<file path="src/rtl/rr_arb_pkg.sv">
// Shared types and width helpers for the round-robin arbiter.
// Build with RR_ARB_TIMEOUT_EN defined to enable forced revoke of long grants.
package rr_arb_pkg;

    typedef enum logic {IDLE, GRANT} arb_state_t;

    localparam int REQ_DEF = 8;
    localparam int TMO_DEF = 16;

    function automatic int idx_w(input int n);
        return (n > 1) ? $clog2(n) : 1;
    endfunction

    function automatic int cnt_w(input int tmo);
        return (tmo > 0) ? $clog2(tmo + 1) : 1;
    endfunction

endpackage

</file>
<file path="src/rtl/rr_arbiter_if.sv">
// Request/grant bundle between the clients and the round-robin arbiter.
// The master side drives requests; the slave side (arbiter) drives grants.
interface rr_arbiter_if
    import rr_arb_pkg::*;
#(
    parameter int REQ  = REQ_DEF,
    parameter int REQW = idx_w(REQ)
);
    logic [REQ-1:0]  req;
    logic [REQ-1:0]  grant;
    logic            grant_valid;
    logic [REQW-1:0] grant_id;
    logic            timeout;

    modport master (
        output req,
        input  grant, grant_valid, grant_id, timeout
    );

    modport slave (
        input  req,
        output grant, grant_valid, grant_id, timeout
    );
endinterface

</file>
<file path="src/rtl/rr_arbiter_pri_enc.sv">
// Active-high priority encoder; the highest set index wins.
// valid is low and idx is zero when no input bit is set.
module pri_enc #(
    parameter int W  = 8,
    parameter int IW = 3
) (
    input  logic [W-1:0]  in,
    output logic [IW-1:0] idx,
    output logic          valid
);
    always_comb begin
        idx   = '0;
        valid = 1'b0;
        for (int i = 0; i < W; i++) begin
            if (in[i]) begin
                idx   = IW'(i);
                valid = 1'b1;
            end
        end
    end
endmodule

</file>
<file path="src/rtl/rr_arbiter.sv">
// Round-robin arbiter with registered one-hot grant held until release.
// Define RR_ARB_TIMEOUT_EN to revoke grants held for TMO cycles.
module rr_arbiter
    import rr_arb_pkg::*;
#(
    parameter int REQ  = REQ_DEF,
    parameter int REQW = idx_w(REQ),
    parameter int TMO  = TMO_DEF
) (
    input  logic         clk,
    input  logic         reset,
    rr_arbiter_if.slave  bus
);
    if (REQ < 2 || TMO < 1) begin : g_bad_params
        $error("rr_arbiter: REQ must be >= 2 and TMO >= 1");
    end

    function automatic logic [REQ-1:0] below_mask(input logic [REQW-1:0] p);
        return (REQ'(1) << p) - REQ'(1);
    endfunction

    arb_state_t      state, state_nx;
    logic [REQW-1:0] last, last_nx;
    logic [REQW-1:0] gid_q, gid_nx;
    logic            gv_q, gv_nx;
    logic [REQ-1:0]  gnt_q, gnt_nx;

    logic [REQ-1:0]  masked;
    logic [REQW-1:0] m_idx, r_idx, pick;
    logic            m_val, r_val;

    assign masked = bus.req & below_mask(last);

    pri_enc #(.W(REQ), .IW(REQW)) u_enc_mask (
        .in(masked), .idx(m_idx), .valid(m_val)
    );

    pri_enc #(.W(REQ), .IW(REQW)) u_enc_raw (
        .in(bus.req), .idx(r_idx), .valid(r_val)
    );

    // Indices below the last winner go first; otherwise restart at the top.
    assign pick = m_val ? m_idx : r_idx;

`ifdef RR_ARB_TIMEOUT_EN
    localparam int CW = cnt_w(TMO);
    logic [CW-1:0] cnt, cnt_nx;
    logic          tmo_q, tmo_nx;
`endif

    always_comb begin
        state_nx = state;
        last_nx  = last;
        gid_nx   = gid_q;
        gv_nx    = gv_q;
`ifdef RR_ARB_TIMEOUT_EN
        cnt_nx   = cnt;
        tmo_nx   = 1'b0;
`endif
        unique case (state)
            IDLE: begin
                if (r_val) begin
                    state_nx = GRANT;
                    gid_nx   = pick;
                    gv_nx    = 1'b1;
                    last_nx  = pick;
`ifdef RR_ARB_TIMEOUT_EN
                    cnt_nx   = '0;
`endif
                end else begin
                    gid_nx = '0;
                    gv_nx  = 1'b0;
                end
            end
            GRANT: begin
                if (!bus.req[gid_q]) begin
                    state_nx = IDLE;
                    gid_nx   = '0;
                    gv_nx    = 1'b0;
                end
`ifdef RR_ARB_TIMEOUT_EN
                // last keeps the revoked index so it ranks lowest next time
                else if (cnt == CW'(TMO - 1)) begin
                    state_nx = IDLE;
                    gid_nx   = '0;
                    gv_nx    = 1'b0;
                    tmo_nx   = 1'b1;
                end else begin
                    cnt_nx = cnt + CW'(1);
                end
`endif
            end
            default: state_nx = IDLE;
        endcase
        gnt_nx = gv_nx ? (REQ'(1) << gid_nx) : '0;
    end

    always_ff @(posedge clk) begin
        if (reset) begin
            state <= IDLE;
            last  <= '0;
            gid_q <= '0;
            gv_q  <= 1'b0;
            gnt_q <= '0;
        end else begin
            state <= state_nx;
            last  <= last_nx;
            gid_q <= gid_nx;
            gv_q  <= gv_nx;
            gnt_q <= gnt_nx;
        end
    end

`ifdef RR_ARB_TIMEOUT_EN
    always_ff @(posedge clk) begin
        if (reset) begin
            cnt   <= '0;
            tmo_q <= 1'b0;
        end else begin
            cnt   <= cnt_nx;
            tmo_q <= tmo_nx;
        end
    end

    assign bus.timeout = tmo_q;
`else
    assign bus.timeout = 1'b0;
`endif

    assign bus.grant       = gnt_q;
    assign bus.grant_valid = gv_q;
    assign bus.grant_id    = gid_q;
endmodule

</file>
<file path="src/flat_wrapper.sv">
// flat-port wrapper written by rule: the top's interface ports become plain ports
module rr_arbiter_flat import rr_arb_pkg::*;
#(
    parameter int REQ  = REQ_DEF,
    parameter int REQW = idx_w(REQ),
    parameter int TMO  = TMO_DEF
)
  (clk, reset, bus_req, bus_grant, bus_grant_valid, bus_grant_id, bus_timeout);
  rr_arbiter_if #(.REQ(REQ), .REQW(REQW)) bus_i ();
  input  logic clk;
  input  logic reset;
  input wire logic [$bits(bus_i.req)-1:0] bus_req;
  output wire logic [$bits(bus_i.grant)-1:0] bus_grant;
  output wire logic [$bits(bus_i.grant_valid)-1:0] bus_grant_valid;
  output wire logic [$bits(bus_i.grant_id)-1:0] bus_grant_id;
  output wire logic [$bits(bus_i.timeout)-1:0] bus_timeout;
  assign bus_i.req = bus_req;
  assign bus_grant = bus_i.grant;
  assign bus_grant_valid = bus_i.grant_valid;
  assign bus_grant_id = bus_i.grant_id;
  assign bus_timeout = bus_i.timeout;
  rr_arbiter #(.REQ(REQ), .REQW(REQW), .TMO(TMO)) u_core (.clk(clk), .reset(reset), .bus(bus_i));
endmodule
</file>
<file path="config.mk">
export PLATFORM = sky130hd
export DESIGN_NAME = rr_arbiter_flat
export DESIGN_NICKNAME = d
export VERILOG_FILES = /design/src/rtl/rr_arb_pkg.sv /design/src/rtl/rr_arbiter_if.sv /design/src/rtl/rr_arbiter_pri_enc.sv /design/src/rtl/rr_arbiter.sv /design/src/flat_wrapper.sv
export SDC_FILE = /design/constraint.sdc
export NUM_CORES = 1
export LEC_CHECK = 0
export ABC_AREA = 1
export CAP_MARGIN = 20
export CORE_UTILIZATION = 50
export DETAILED_ROUTE_END_ITERATION = 10
export PLACE_DENSITY = 0.93
export SYNTH_ARGS = -nofsm -noshare
export SYNTH_HDL_FRONTEND = slang
export SYNTH_HIERARCHICAL = 1
export SYNTH_SLANG_ARGS = --single-unit
export TNS_END_PERCENT = 5
</file>
<file path="constraint.sdc">
create_clock -name clk -period 3.2 [get_ports clk]
set_input_delay 0.8 -clock clk [delete_from_list [all_inputs] [get_ports clk]]
set_output_delay 0.8 -clock clk [all_outputs]
set_load 0.005 [all_outputs]
</file>
==> results of run 1 <==
## logic make-up after synthesis
kind of cell,count (synthesis),synth area share (%)
buffers and inverters,28,12.4
other,1,0.429
AOI/OAI and AO/OA,11,8.30
and+or+nand+nor,87,42.2
DFF,16,36.6
## power by group
part / internal [mW] / total (mW) / switching (mW)
Combinational: 0.0695 / 0.160 / 0.0908
Clock: 0.0692 / 0.129 / 0.0597
Sequential: 0.218 / 0.237 / 0.0191
Total: 0.357 / 0.527 / 0.170
## sequential cells by signal, summed over array words and instances (netlist names)
register / count
u_core/bus.grant: 8
u_core/bus.grant_valid: 1
u_core/state: 1
u_core/bus.grant_id: 3
u_core/last: 3
## stage by stage
stage	setup slack, ps	total power [mW]	std cells	instance area [um^2]	utilization, %
after floorplan	1170	0.337	145	882	-
after global placement	613	0.392	181	1100	70.1
after detailed placement	487	0.400	181	1100	70.1
after CTS	777	0.526	185	1140	72.4
after global routing	498	0.559	185	1140	72.4
final	740	0.527	185	1140	72.4
## final cells by class
| class | count | share of cell area, % |
|---|---|---|
| Inverter | 27 | 8.88 |
| Multi-Input combinational cell | 101 | 39.7 |
| Tap cell | 16 | 1.75 |
| Clock buffer | 4 | 3.18 |
| Sequential cell | 16 | 28.1 |
| Timing Repair Buffer | 21 | 18.4 |
## metal layers
| metal | vias to the layer above | wire, um | track usage, % |
|---|---|---|---|
| met1 | 395 | 932 | 30.3 |
| met2 | 27 | 1040 | 41.8 |
| met5 | - | 0 | 0 |
| met3 | 2 | 76 | 6.25 |
| li1 | 485 | - | - |
| met4 | 0 | 15 | 7.50 |
## synth_stat cells, drive strengths merged
cell type,instances,area [um^2]
nor3,2,10.0
o31a,1,8.76
o211ai,1,7.51
inv,27,101
buf,1,7.51
a21boi,1,11.3
a21oi,4,20.0
or2,1,6.26
conb,1,3.75
nor2,26,97.6
nand2,47,181
dfxtp,16,320
nand3,9,55.1
o21ai,3,15.0
o211a,1,10.0
nand4,2,18.8
## critical path: stages
cell                              delay, ps
sky130_fd_sc_hd__clkdlybuf4s50_1        440
sky130_fd_sc_hd__o21ai_0                 90
sky130_fd_sc_hd__nor2_1                  60
sky130_fd_sc_hd__inv_1                   70
sky130_fd_sc_hd__nand2_1                 60
sky130_fd_sc_hd__nor3_1                 150
sky130_fd_sc_hd__nand3_1                160
sky130_fd_sc_hd__or2_1                  260
sky130_fd_sc_hd__o211ai_1               110
sky130_fd_sc_hd__nand2_1                100
sky130_fd_sc_hd__inv_1                  100
sky130_fd_sc_hd__nand4_2                140
sky130_fd_sc_hd__nor2_1                 130
## worst max path at each step
stage	slack, ps	start	to	cells after the start
after floorplan	1170	bus_req[2]	u_core/bus.grant[0]	12
after global placement	610	bus_req[6]	u_core/bus.grant[2]	11
after detailed placement	490	bus_req[2]	u_core/bus.grant[2]	13
after CTS	780	bus_req[2]	u_core/bus.grant[2]	13
after global routing	500	bus_req[2]	u_core/bus.grant[1]	13
final	740	bus_req[2]	u_core/bus.grant[1]	13
==> load_flow_metrics.sql, run 1 <==
INSERT INTO impl_metrics (metric_group, metric, value, unit) VALUES
('sta', 'final.period_utilization', '76.9', '%'),
('yosys', 'synth.yosys.seq_area_share', '36.6', '%'),
('drt', 'routed_wl', '2060', 'um'),
('drt', 'detailedRoute.firstPassIterationCount', '9', ''),
('worst_hold_path', 'hp-start', 'u_core/bus.grant_valid', ''),
('yosys', 'ys_seq_elements', '16', ''),
('setup_path', 'timing.critical_path.required', '3420', 'ps'),
('final_layout', 'filler_cell_count', '133', ''),
('final_layout', 'diodes', '0', ''),
('cts', 'clock_latency', '280', 'ps'),
('final_layout', 'layout_cells_sized_above_1', '7.69', '%'),
('floorplan', 'design.die.area', '0.00192', 'mm^2'),
('setup_path', 'worstSetupEndpointType', 'flop', ''),
('global_routing', 'grt_pass1_wl', '3500', 'um'),
('run', 'timing.max_cap.violations', '0', ''),
('drt', 'postRouteAntennaNets', '0', ''),
('final_layout', 'area.growth.synth_to_final', '30.5', '%'),
('cts', 'cts_root_buffer', 'sky130_fd_sc_hd__clkbuf_4', ''),
('sta', 'final.hold.worst_slack', '497', 'ps'),
('cts', 'post_cts_resized', '0', ''),
('yosys', 'synth_cell_type_count', '21', ''),
('cts', 'ctsLongestPathBuffers', '2', ''),
('power_and_ir_drop', 'power_leakage', '0.572', 'nW'),
('sta', 'fin_setup_tns', '0', 'ps'),
('yosys', 'syn-cell-area', '875', 'um^2'),
('cts', 'post_cts_hold_buffer_count', '0', ''),
('setup_path', 'crit-reg2reg-capture', 'u_core/bus.grant[1]', ''),
('floorplan', 'io-pin-count', '23', ''),
('cts', 'clkSlewWorstSetupHoldPaths', '90', 'ps'),
('setup_path', 'worst_ep_arrival', '2680', 'ps'),
('sta', 'finalCriticalPeriod', '2460', 'ps'),
('sta', 'rsz0062_at_grt', 'no', ''),
('cts', 'clock_tree.htree_level_count', '1', ''),
('global_routing', 'grt_pass1_vias', '832', ''),
('cts', 'cts_buffers', '3', ''),
('sta', 'timing_max_transition_violations_final', '0', ''),
('sta', 'timing.final.hold_violations', '0', ''),
('drt', 'dr.first_iter.drc_count', '44', ''),
('drt', 'drc', '1', ''),
('placement', 'gp_congestion', '0.860', ''),
('floorplan', 'std_cell_rows', '14', ''),
('final_layout', 'footprint_of_the_multi_input_gates', '453', 'um^2'),
('power_and_ir_drop', 'irDropWorstVdd', '0.322', 'mV'),
('floorplan', 'initial_core_utilization', '55.5', '%'),
('worst_hold_path', 'hold_end', 'u_core/bus.grant_valid', ''),
('cts', 'post_cts.repair.setup_buffers', '0', ''),
('sta', 'finalClockSkew', '2.77', 'ps'),
('global_routing', 'largest_net_degree_at_the_start_of_global_routing', '10', ''),
('placement', 'hpwl', '1670', 'um'),
('drt', 'via_count', '909', ''),
('worst_hold_path', 'hold_depth', '2', ''),
('setup_path', 'rr_worst_depth', '12', ''),
('setup_path', 'r2r_slack', '1230', 'ps'),
('global_routing', 'grt_antenna_before_repair', '0', ''),
('yosys', 'ys_warns', '6', ''),
('setup_path', 'r2r-start', 'u_core/last[2]', ''),
('cts', 'clock-sinks', '16', ''),
('status', 'violations', 'design-rule violations', ''),
('global_routing', 'globalRoute.totalOverflow', '0', ''),
('setup_path', 'criticalPathCategory', 'in2reg', ''),
('yosys', 'syn-instance-count', '143', ''),
('sta', 'clock.fmax', '0.407', 'GHz'),
('final_layout', 'layout.cells.most_common_list', '45 x sky130_fd_sc_hd__nand2_1, 26 x sky130_fd_sc_hd__nor2_1, 24 x sky130_fd_sc_hd__inv_1', ''),
('worst_hold_path', 'worstHoldPathType', 'reg2reg', ''),
('power_and_ir_drop', 'cellPowerDensity', '462', 'mW/mm^2'),
('floorplan', 'floorplan.die.width', '43.8', 'um'),
('yosys', 'synth.avg_cell_area', '6.12', 'um^2'),
('placement', 'port_buffers', '21', ''),
('floorplan', 'core-area', '0.00158', 'mm^2'),
('drt', 'wire_per_inst', '11.2', 'um'),
('status', 'run_status', 'finished, violations left', ''),
('sta', 'setup-violations-final', '0', ''),
('setup_path', 'startpoint_type', 'input port', ''),
('final_layout', 'area.sequential', '320', 'um^2'),
('floorplan', 'floorplan.die.height', '43.8', 'um'),
('final_layout', 'finalNetCount', '180', ''),
('cts', 'tritoncts', 'done', ''),
('global_routing', 'grtUsageTotal', '24.6', '%'),
('setup_path', 'path_max_fanout', '4', ''),
('drt', 'viasPerCell', '4.91', ''),
('final_layout', 'mostFrequentLayoutCell', 'sky130_fd_sc_hd__nand2_1', '');
Note: power is estimated with default switching activity, not from simulation.
==> run 2: changes to the inputs <==
--- a/config.mk
+++ b/config.mk
@@ -7,9 +7,9 @@
 export LEC_CHECK = 0
 export ABC_AREA = 1
 export CAP_MARGIN = 20
-export CORE_UTILIZATION = 50
+export CORE_UTILIZATION = 42
 export DETAILED_ROUTE_END_ITERATION = 10
-export PLACE_DENSITY = 0.93
+export PLACE_DENSITY = 0.84
 export SYNTH_ARGS = -nofsm -noshare
 export SYNTH_HDL_FRONTEND = slang
 export SYNTH_HIERARCHICAL = 1
==> constraint.sdc (replaced) <==
create_clock -name clk -period 2.2 [get_ports clk]
set_input_delay 0.55 -clock clk [delete_from_list [all_inputs] [get_ports clk]]
set_output_delay 0.55 -clock clk [all_outputs]
set_load 0.005 [all_outputs]
==> run 2 against run 1 <==
  * The run now ends clean
  * Critical endpoint is now u_core/bus.grant[6]
  * Critical path depth decreased by 2
  * Final cell count grew 14%
  * Sequential power increased by 46%
  * Register-to-register slack got worse by 1000 ps
  * Largest cell class unchanged
  * Setup slack got worse by 660 ps
  * Combinational power is 71% higher
  * Clock-buffer cell count is 1 lower
  * Final area grew 13%
==> load_flow_metrics.sql, run 2 (synthesis gave the netlist of run 1 again) <==
INSERT INTO impl_metrics (metric_group, metric, value, unit) VALUES
('final_layout', 'largest_register_ff_count', '8', ''),
('power_and_ir_drop', 'clock_power_share', '18.8', '%'),
('worst_hold_path', 'worstHoldPathType', 'reg2reg', ''),
('cts', 'clock_latency', '270', 'ps'),
('drt', 'detailedRoute.firstPassIterationCount', '4', ''),
('setup_path', 'startpoint_type', 'input port', ''),
('cts', 'tritoncts', 'done', ''),
('floorplan', 'core-area', '0.00196', 'mm^2'),
('drt', 'highest_layer', 'met4', ''),
('cts', 'ctsLongestPathBuffers', '2', ''),
('sta', 'finalCriticalPeriod', '2120', 'ps'),
('drt', 'via_count', '971', ''),
('drt', 'met3RoutedLength', '110', 'um'),
('power_and_ir_drop', 'internal_power', '0.514', 'mW'),
('sta', 'fin_setup_tns', '0', 'ps'),
('setup_path', 'worstSetupEndpointType', 'flop', ''),
('power_and_ir_drop', 'power.sequential.fraction', '45.4', '%'),
('drt', 'dr.first_iter.drc_count', '20', ''),
('floorplan', 'std_cell_rows', '16', ''),
('setup_path', 'timing.critical_path.required', '2410', 'ps'),
('power_and_ir_drop', 'power_leakage', '0.663', 'nW'),
('floorplan', 'initial_core_utilization', '44.6', '%'),
('placement', 'gp_congestion', '0.860', ''),
('cts', 'clkSlewWorstSetupHoldPaths', '80', 'ps'),
('global_routing', 'largest_net_degree_at_the_start_of_global_routing', '9', ''),
('floorplan', 'design.die.area', '0.00227', 'mm^2'),
('sta', 'finalClockSkew', '0.648', 'ps'),
('setup_path', 'criticalPathCategory', 'in2reg', ''),
('global_routing', 'globalRoute.totalOverflow', '0', ''),
('power_and_ir_drop', 'design_power_total', '0.761', 'mW'),
('floorplan', 'floorplan.die.height', '47.6', 'um'),
('drt', 'wire_per_inst', '9.58', 'um'),
('sta', 'final.hold.worst_slack', '474', 'ps'),
('drt', 'drc', '0', ''),
('final_layout', 'layout_cells_sized_above_1', '17.9', '%'),
('final_layout', 'mostFrequentLayoutCell', 'sky130_fd_sc_hd__nand2_1', ''),
('global_routing', 'grt_pass1_vias', '776', ''),
('power_and_ir_drop', 'power_frac_comb', '35.8', '%'),
('global_routing', 'grt_antenna_before_repair', '0', ''),
('status', 'run_status', 'complete, no violations', ''),
('power_and_ir_drop', 'cellPowerDensity', '592', 'mW/mm^2'),
('power_and_ir_drop', 'power.net_switching', '0.247', 'mW'),
('drt', 'postRouteAntennaNets', '0', ''),
('placement', 'hpwl', '1650', 'um'),
('setup_path', 'rr_worst_depth', '12', ''),
('setup_path', 'cpMaxStageDelayCell', 'sky130_fd_sc_hd__clkdlybuf4s50_1', ''),
('final_layout', 'layout.cells.most_common_list', '45 x sky130_fd_sc_hd__nand2_1, 24 x sky130_fd_sc_hd__inv_1, 24 x sky130_fd_sc_hd__nor2_1', ''),
('final_layout', 'diodes', '0', ''),
('final_layout', 'design_area', '0.00128', 'mm^2'),
('sta', 'clock.fmax', '0.473', 'GHz'),
('drt', 'drt-met1-wl', '929', 'um'),
('placement', 'placed_cell_area', '0.00123', 'mm^2'),
('power_and_ir_drop', 'irDropWorstVdd', '0.507', 'mV'),
('setup_path', 'path_max_fanout', '4', ''),
('cts', 'clock_tree.htree_level_count', '1', ''),
('drt', 'viasPerCell', '4.60', ''),
('sta', 'final.period_utilization', '96.1', '%'),
('floorplan', 'floorplan.die.width', '47.6', 'um'),
('worst_hold_path', 'hold_depth', '2', ''),
('placement', 'port_buffers', '21', ''),
('setup_path', 'cp_cell_sequence', 'clkdlybuf4s50_1, inv_1, nor2_1, nor3_2, nand3_2, buf_4, inv_1, o211ai_1, nand2_1, nand4_1, nor2_1', ''),
('final_layout', 'finalNetCount', '196', ''),
('sta', 'timing_max_transition_violations_final', '0', ''),
('setup_path', 'max_stage_delay', '440', 'ps'),
('sta', 'setup_ws', '84.7', 'ps'),
('floorplan', 'io-pin-count', '23', ''),
('cts', 'clock-sinks', '16', ''),
('placement', 'post-place-ws', '-315', 'ps'),
('cts', 'cts_buffers', '3', ''),
('sta', 'timing.final.hold_violations', '0', ''),
('setup_path', 'worst_ep_arrival', '2320', 'ps'),
('drt', 'routed_wl', '2020', 'um'),
('drt', 'routed_wl_met2', '960', 'um'),
('global_routing', 'grtUsageTotal', '19.0', '%'),
('power_and_ir_drop', 'sw_frac_of_total', '32.5', '%'),
('cts', 'cts_root_buffer', 'sky130_fd_sc_hd__clkbuf_4', ''),
('sta', 'setup-violations-final', '0', ''),
('run', 'timing.max_cap.violations', '0', ''),
('final_layout', 'area.growth.synth_to_final', '46.9', '%'),
('cts', 'post_cts_hold_buffer_count', '0', ''),
('global_routing', 'grt_pass1_wl', '3110', 'um');
run 2: changes by cell type in the layout (fill, tap and decap cells not counted), sizes merged:
cell,before,now
buf,0,16
clkdlybuf4s50,21,19
dlymetal6s2s,0,2
clkbuf,4,3
run 2: critical path: cells and delay by family:
kind	cells	cell delay, ps
compound gates	1	130
buf+inv	4	740
simple gates	6	910
run 2: stage by stage:
stage	utilization [%]	cells
after global placement	62.8	207
final	65.5	211
after detailed placement	62.8	207
after global routing	65.5	211
after floorplan	-	145
after CTS	64.5	211
run 2: power by group through the flow:
stage | clock network (mW) | logic (mW) | registers, mW
floorplan | 0 | 0.142 | 0.348
detailed placement | 0 | 0.260 | 0.352
global route | 0.163 | 0.307 | 0.349
CTS | 0.150 | 0.267 | 0.345
finish | 0.143 | 0.273 | 0.345
global placement | 0 | 0.253 | 0.350
run 2: worst paths after layout:
kind,from,end,slack (ps)
max,bus_req[1],u_core/bus.grant[6],80
min,u_core/bus.grant_valid,u_core/bus.grant_valid,470
max reg2reg,u_core/last[2],u_core/bus.grant[6],190
min reg2reg,u_core/bus.grant_valid,u_core/bus.grant_valid,470
run 2: what timing repair did:
action,CTS,global route
pin swaps,1,5
setup buffers,1,0
gates resized for setup,1,7
setup endpoints to repair,3,10
run 2: cell type report:
cell class              instances  area (um^2)
repair buffers                 37          335
fillers                       198          677
multi-input cells             101          472
inverters                      27          101
well taps                      27         33.8
clock buffers                   3         22.5
flip-flops and latches         16          320
run 2: per-layer routing:
| metal | track usage (%) | vias up |
|---|---|---|
| met1 | 25.2 | 425 |
| met2 | 32.6 | 28 |
| li1 | - | 516 |
| met4 | 0 | 0 |
| met5 | 0 | - |
| met3 | 5.66 | 2 |
==> run 3: changes to the inputs <==
--- a/config.mk
+++ b/config.mk
@@ -7,9 +7,12 @@
 export LEC_CHECK = 0
 export ABC_AREA = 1
 export CAP_MARGIN = 20
-export CORE_UTILIZATION = 42
+export CELL_PAD_IN_SITES_DETAIL_PLACEMENT = 1
+export CELL_PAD_IN_SITES_GLOBAL_PLACEMENT = 2
+export CORE_MARGIN = 10
+export CORE_UTILIZATION = 21
 export DETAILED_ROUTE_END_ITERATION = 10
-export PLACE_DENSITY = 0.84
+export PLACE_DENSITY = 0.83
 export SYNTH_ARGS = -nofsm -noshare
 export SYNTH_HDL_FRONTEND = slang
 export SYNTH_HIERARCHICAL = 1
==> run 3 against run 2 <==
  * Critical path depth up 5
  * Hold slack worse by 3.0 ps
  * Final area up 6.4%
  * First-iteration DRC count rose by 95%
  * Setup slack better by 150 ps
  * Clock skew is 3.2 ps higher
  * Global-route usage fell by 11 points
  * Non-clock buffer count up 2
  * Clock power increased by 79%
  * Via count up 1.1%
==> load_flow_metrics.sql, run 3 (synthesis gave the netlist of run 1 again) <==
INSERT INTO impl_metrics (metric_group, metric, value, unit) VALUES
('run', 'timing.max_cap.violations', '0', ''),
('final_layout', 'area.growth.synth_to_final', '56.4', '%'),
('cts', 'clock-sinks', '16', ''),
('drt', 'dr.first_iter.drc_count', '39', ''),
('cts', 'ctsLongestPathBuffers', '2', ''),
('drt', 'via_count', '982', ''),
('power_and_ir_drop', 'cellPowerDensity', '656', 'mW/mm^2'),
('placement', 'post-place-ws', '-279', 'ps'),
('worst_hold_path', 'hp-start', 'u_core/bus.grant_valid', ''),
('worst_hold_path', 'worstHoldPathType', 'reg2reg', ''),
('sta', 'final.period_utilization', '89.5', '%'),
('setup_path', 'r2r-start', 'u_core/last[0]', ''),
('drt', 'viasPerCell', '4.14', ''),
('floorplan', 'io-pin-count', '23', ''),
('global_routing', 'met2_usage', '14.7', '%'),
('global_routing', 'globalRouteMet3Util', '1.16', '%'),
('floorplan', 'core-area', '0.00403', 'mm^2'),
('global_routing', 'grt_pass1_vias', '1104', ''),
('global_routing', 'grt_pass1_wl', '5060', 'um'),
('setup_path', 'worst_ep_arrival', '2140', 'ps'),
('placement', 'gp_congestion', '0.783', ''),
('final_layout', 'layout_cells_sized_above_1', '20.3', '%'),
('floorplan', 'floorplan.die.height', '84.5', 'um'),
('sta', 'timing_max_transition_violations_final', '0', ''),
('power_and_ir_drop', 'irDropWorstVdd', '0.396', 'mV'),
('global_routing', 'globalRoute.totalOverflow', '0', ''),
('drt', 'wire_per_inst', '12.4', 'um'),
('floorplan', 'initial_core_utilization', '21.7', '%'),
('setup_path', 'criticalPathCategory', 'in2reg', ''),
('drt', 'detailedRoute.firstPassIterationCount', '4', ''),
('sta', 'finalCriticalPeriod', '1970', 'ps'),
('setup_path', 'timing.critical_path.required', '2380', 'ps'),
('drt', 'drc', '0', ''),
('cts', 'clock_latency', '250', 'ps'),
('sta', 'setup_ws', '231', 'ps'),
('power_and_ir_drop', 'power_leakage', '0.717', 'nW'),
('setup_path', 'critical_path.startpoint', 'bus_req[2]', ''),
('floorplan', 'std_cell_rows', '23', ''),
('placement', 'dp_cells', '230', ''),
('sta', 'setup-violations-final', '0', ''),
('global_routing', 'grtUsageTotal', '8.35', '%'),
('cts', 'cts_buffers', '3', ''),
('placement', 'port_buffers', '21', ''),
('final_layout', 'layout.cells.most_common_list', '45 x sky130_fd_sc_hd__nand2_1, 23 x sky130_fd_sc_hd__inv_1, 22 x sky130_fd_sc_hd__nor2_1', ''),
('final_layout', 'largest_register_ff_count', '8', ''),
('placement', 'placed_cell_area', '0.00126', 'mm^2'),
('global_routing', 'largest_net_degree_at_the_start_of_global_routing', '10', ''),
('sta', 'clock.fmax', '0.508', 'GHz'),
('final_layout', 'finish.cell_count_without_fillers', '237', ''),
('final_layout', 'filler_cell_count', '540', ''),
('final_layout', 'diodes', '0', ''),
('sta', 'final.hold.worst_slack', '471', 'ps'),
('cts', 'tritoncts', 'done', ''),
('final_layout', 'design_area', '0.00137', 'mm^2'),
('cts', 'clock_tree.htree_level_count', '1', ''),
('cts', 'clkSlewWorstSetupHoldPaths', '60', 'ps'),
('drt', 'postRouteAntennaNets', '0', ''),
('global_routing', 'met1_usage_grt', '9.59', '%'),
('final_layout', 'footprint_of_the_multi_input_gates', '473', 'um^2'),
('setup_path', 'worstSetupEndpointType', 'flop', ''),
('global_routing', 'gr-max-usage-layer', 'met2', ''),
('floorplan', 'design.die.area', '0.00715', 'mm^2'),
('setup_path', 'path_max_fanout', '4', ''),
('final_layout', 'area.sequential', '320', 'um^2'),
('final_layout', 'mostFrequentLayoutCell', 'sky130_fd_sc_hd__nand2_1', ''),
('setup_path', 'startpoint_type', 'input port', ''),
('drt', 'routed_wl', '2940', 'um'),
('status', 'run_status', 'complete, no violations', ''),
('placement', 'hpwl', '2330', 'um'),
('sta', 'finalClockSkew', '3.83', 'ps'),
('sta', 'rsz0062_at_grt', 'no', ''),
('sta', 'timing.final.hold_violations', '0', ''),
('cts', 'cts_root_buffer', 'sky130_fd_sc_hd__clkbuf_8', ''),
('floorplan', 'floorplan.die.width', '84.5', 'um'),
('final_layout', 'finalNetCount', '198', ''),
('global_routing', 'grt_antenna_before_repair', '0', '');
-- run 3: metrics by stage --
| step | util [%] | setup TNS (ps) | power, mW |
|---|---|---|---|
| after floorplan | - | 0 | 0.490 |
| after global placement | 31.3 | -1570 | 0.619 |
| after detailed placement | 31.3 | -2180 | 0.627 |
| after CTS | 33.1 | 0 | 0.901 |
| after global routing | 33.9 | 0 | 0.963 |
| final | 33.9 | 0 | 0.897 |
-- run 3: cell type report --
cell class / instances / area share [%]
Tap cell: 50 / 4.57
Multi-Input combinational cell: 101 / 34.6
Clock buffer: 4 / 4.03
Timing Repair Buffer: 39 / 26.0
Sequential cell: 16 / 23.4
Inverter: 27 / 7.41
-- run 3: worst max-delay path, cell delays in order --
cell and delay [ps]:
sky130_fd_sc_hd__dlygate4sd2_1 260, sky130_fd_sc_hd__o21ai_0 70, sky130_fd_sc_hd__nor2_1 50, sky130_fd_sc_hd__inv_1 60, sky130_fd_sc_hd__nand2_1 80, sky130_fd_sc_hd__nor3_2 130
sky130_fd_sc_hd__nand3_2 110, sky130_fd_sc_hd__buf_4 140, sky130_fd_sc_hd__nor2_1 90, sky130_fd_sc_hd__nor2_1 50, sky130_fd_sc_hd__o21ai_1 70, sky130_fd_sc_hd__buf_4 130
sky130_fd_sc_hd__nand2_2 70, sky130_fd_sc_hd__inv_2 80, sky130_fd_sc_hd__nand2_1 70, sky130_fd_sc_hd__nor2_1 120
-- run 3: path summary, 6_finish.rpt --
path | endpoint | slack, ps | depth (start not counted)
setup / recovery | u_core/bus.grant[4] | 230 | 16
hold / removal | u_core/bus.grant_valid | 470 | 2
setup reg to reg | u_core/bus.grant[4] | 310 | 12
hold reg to reg | u_core/bus.grant_valid | 470 | 2
-- run 3: metal layers --
metal  vias to the layer above  routed length (um)
met5                         -                   0
met4                         0                  59
met3                         6                 106
met2                        19                1470
met1                       437                1300
li1                        520                   -
-- run 3: power by group --
group | internal, mW | switching [mW]
registers | 0.318 | 0.0301
logic | 0.141 | 0.152
clock network | 0.159 | 0.0970
-- run 3: repair_timing --
item	CTS	global route
hold buffers	0	0
resized for setup	4	11
hold endpoints to repair	0	0
setup buffers	2	1
pin swaps	1	6
cloned	0	0
endpoints found under the setup margin	4	10
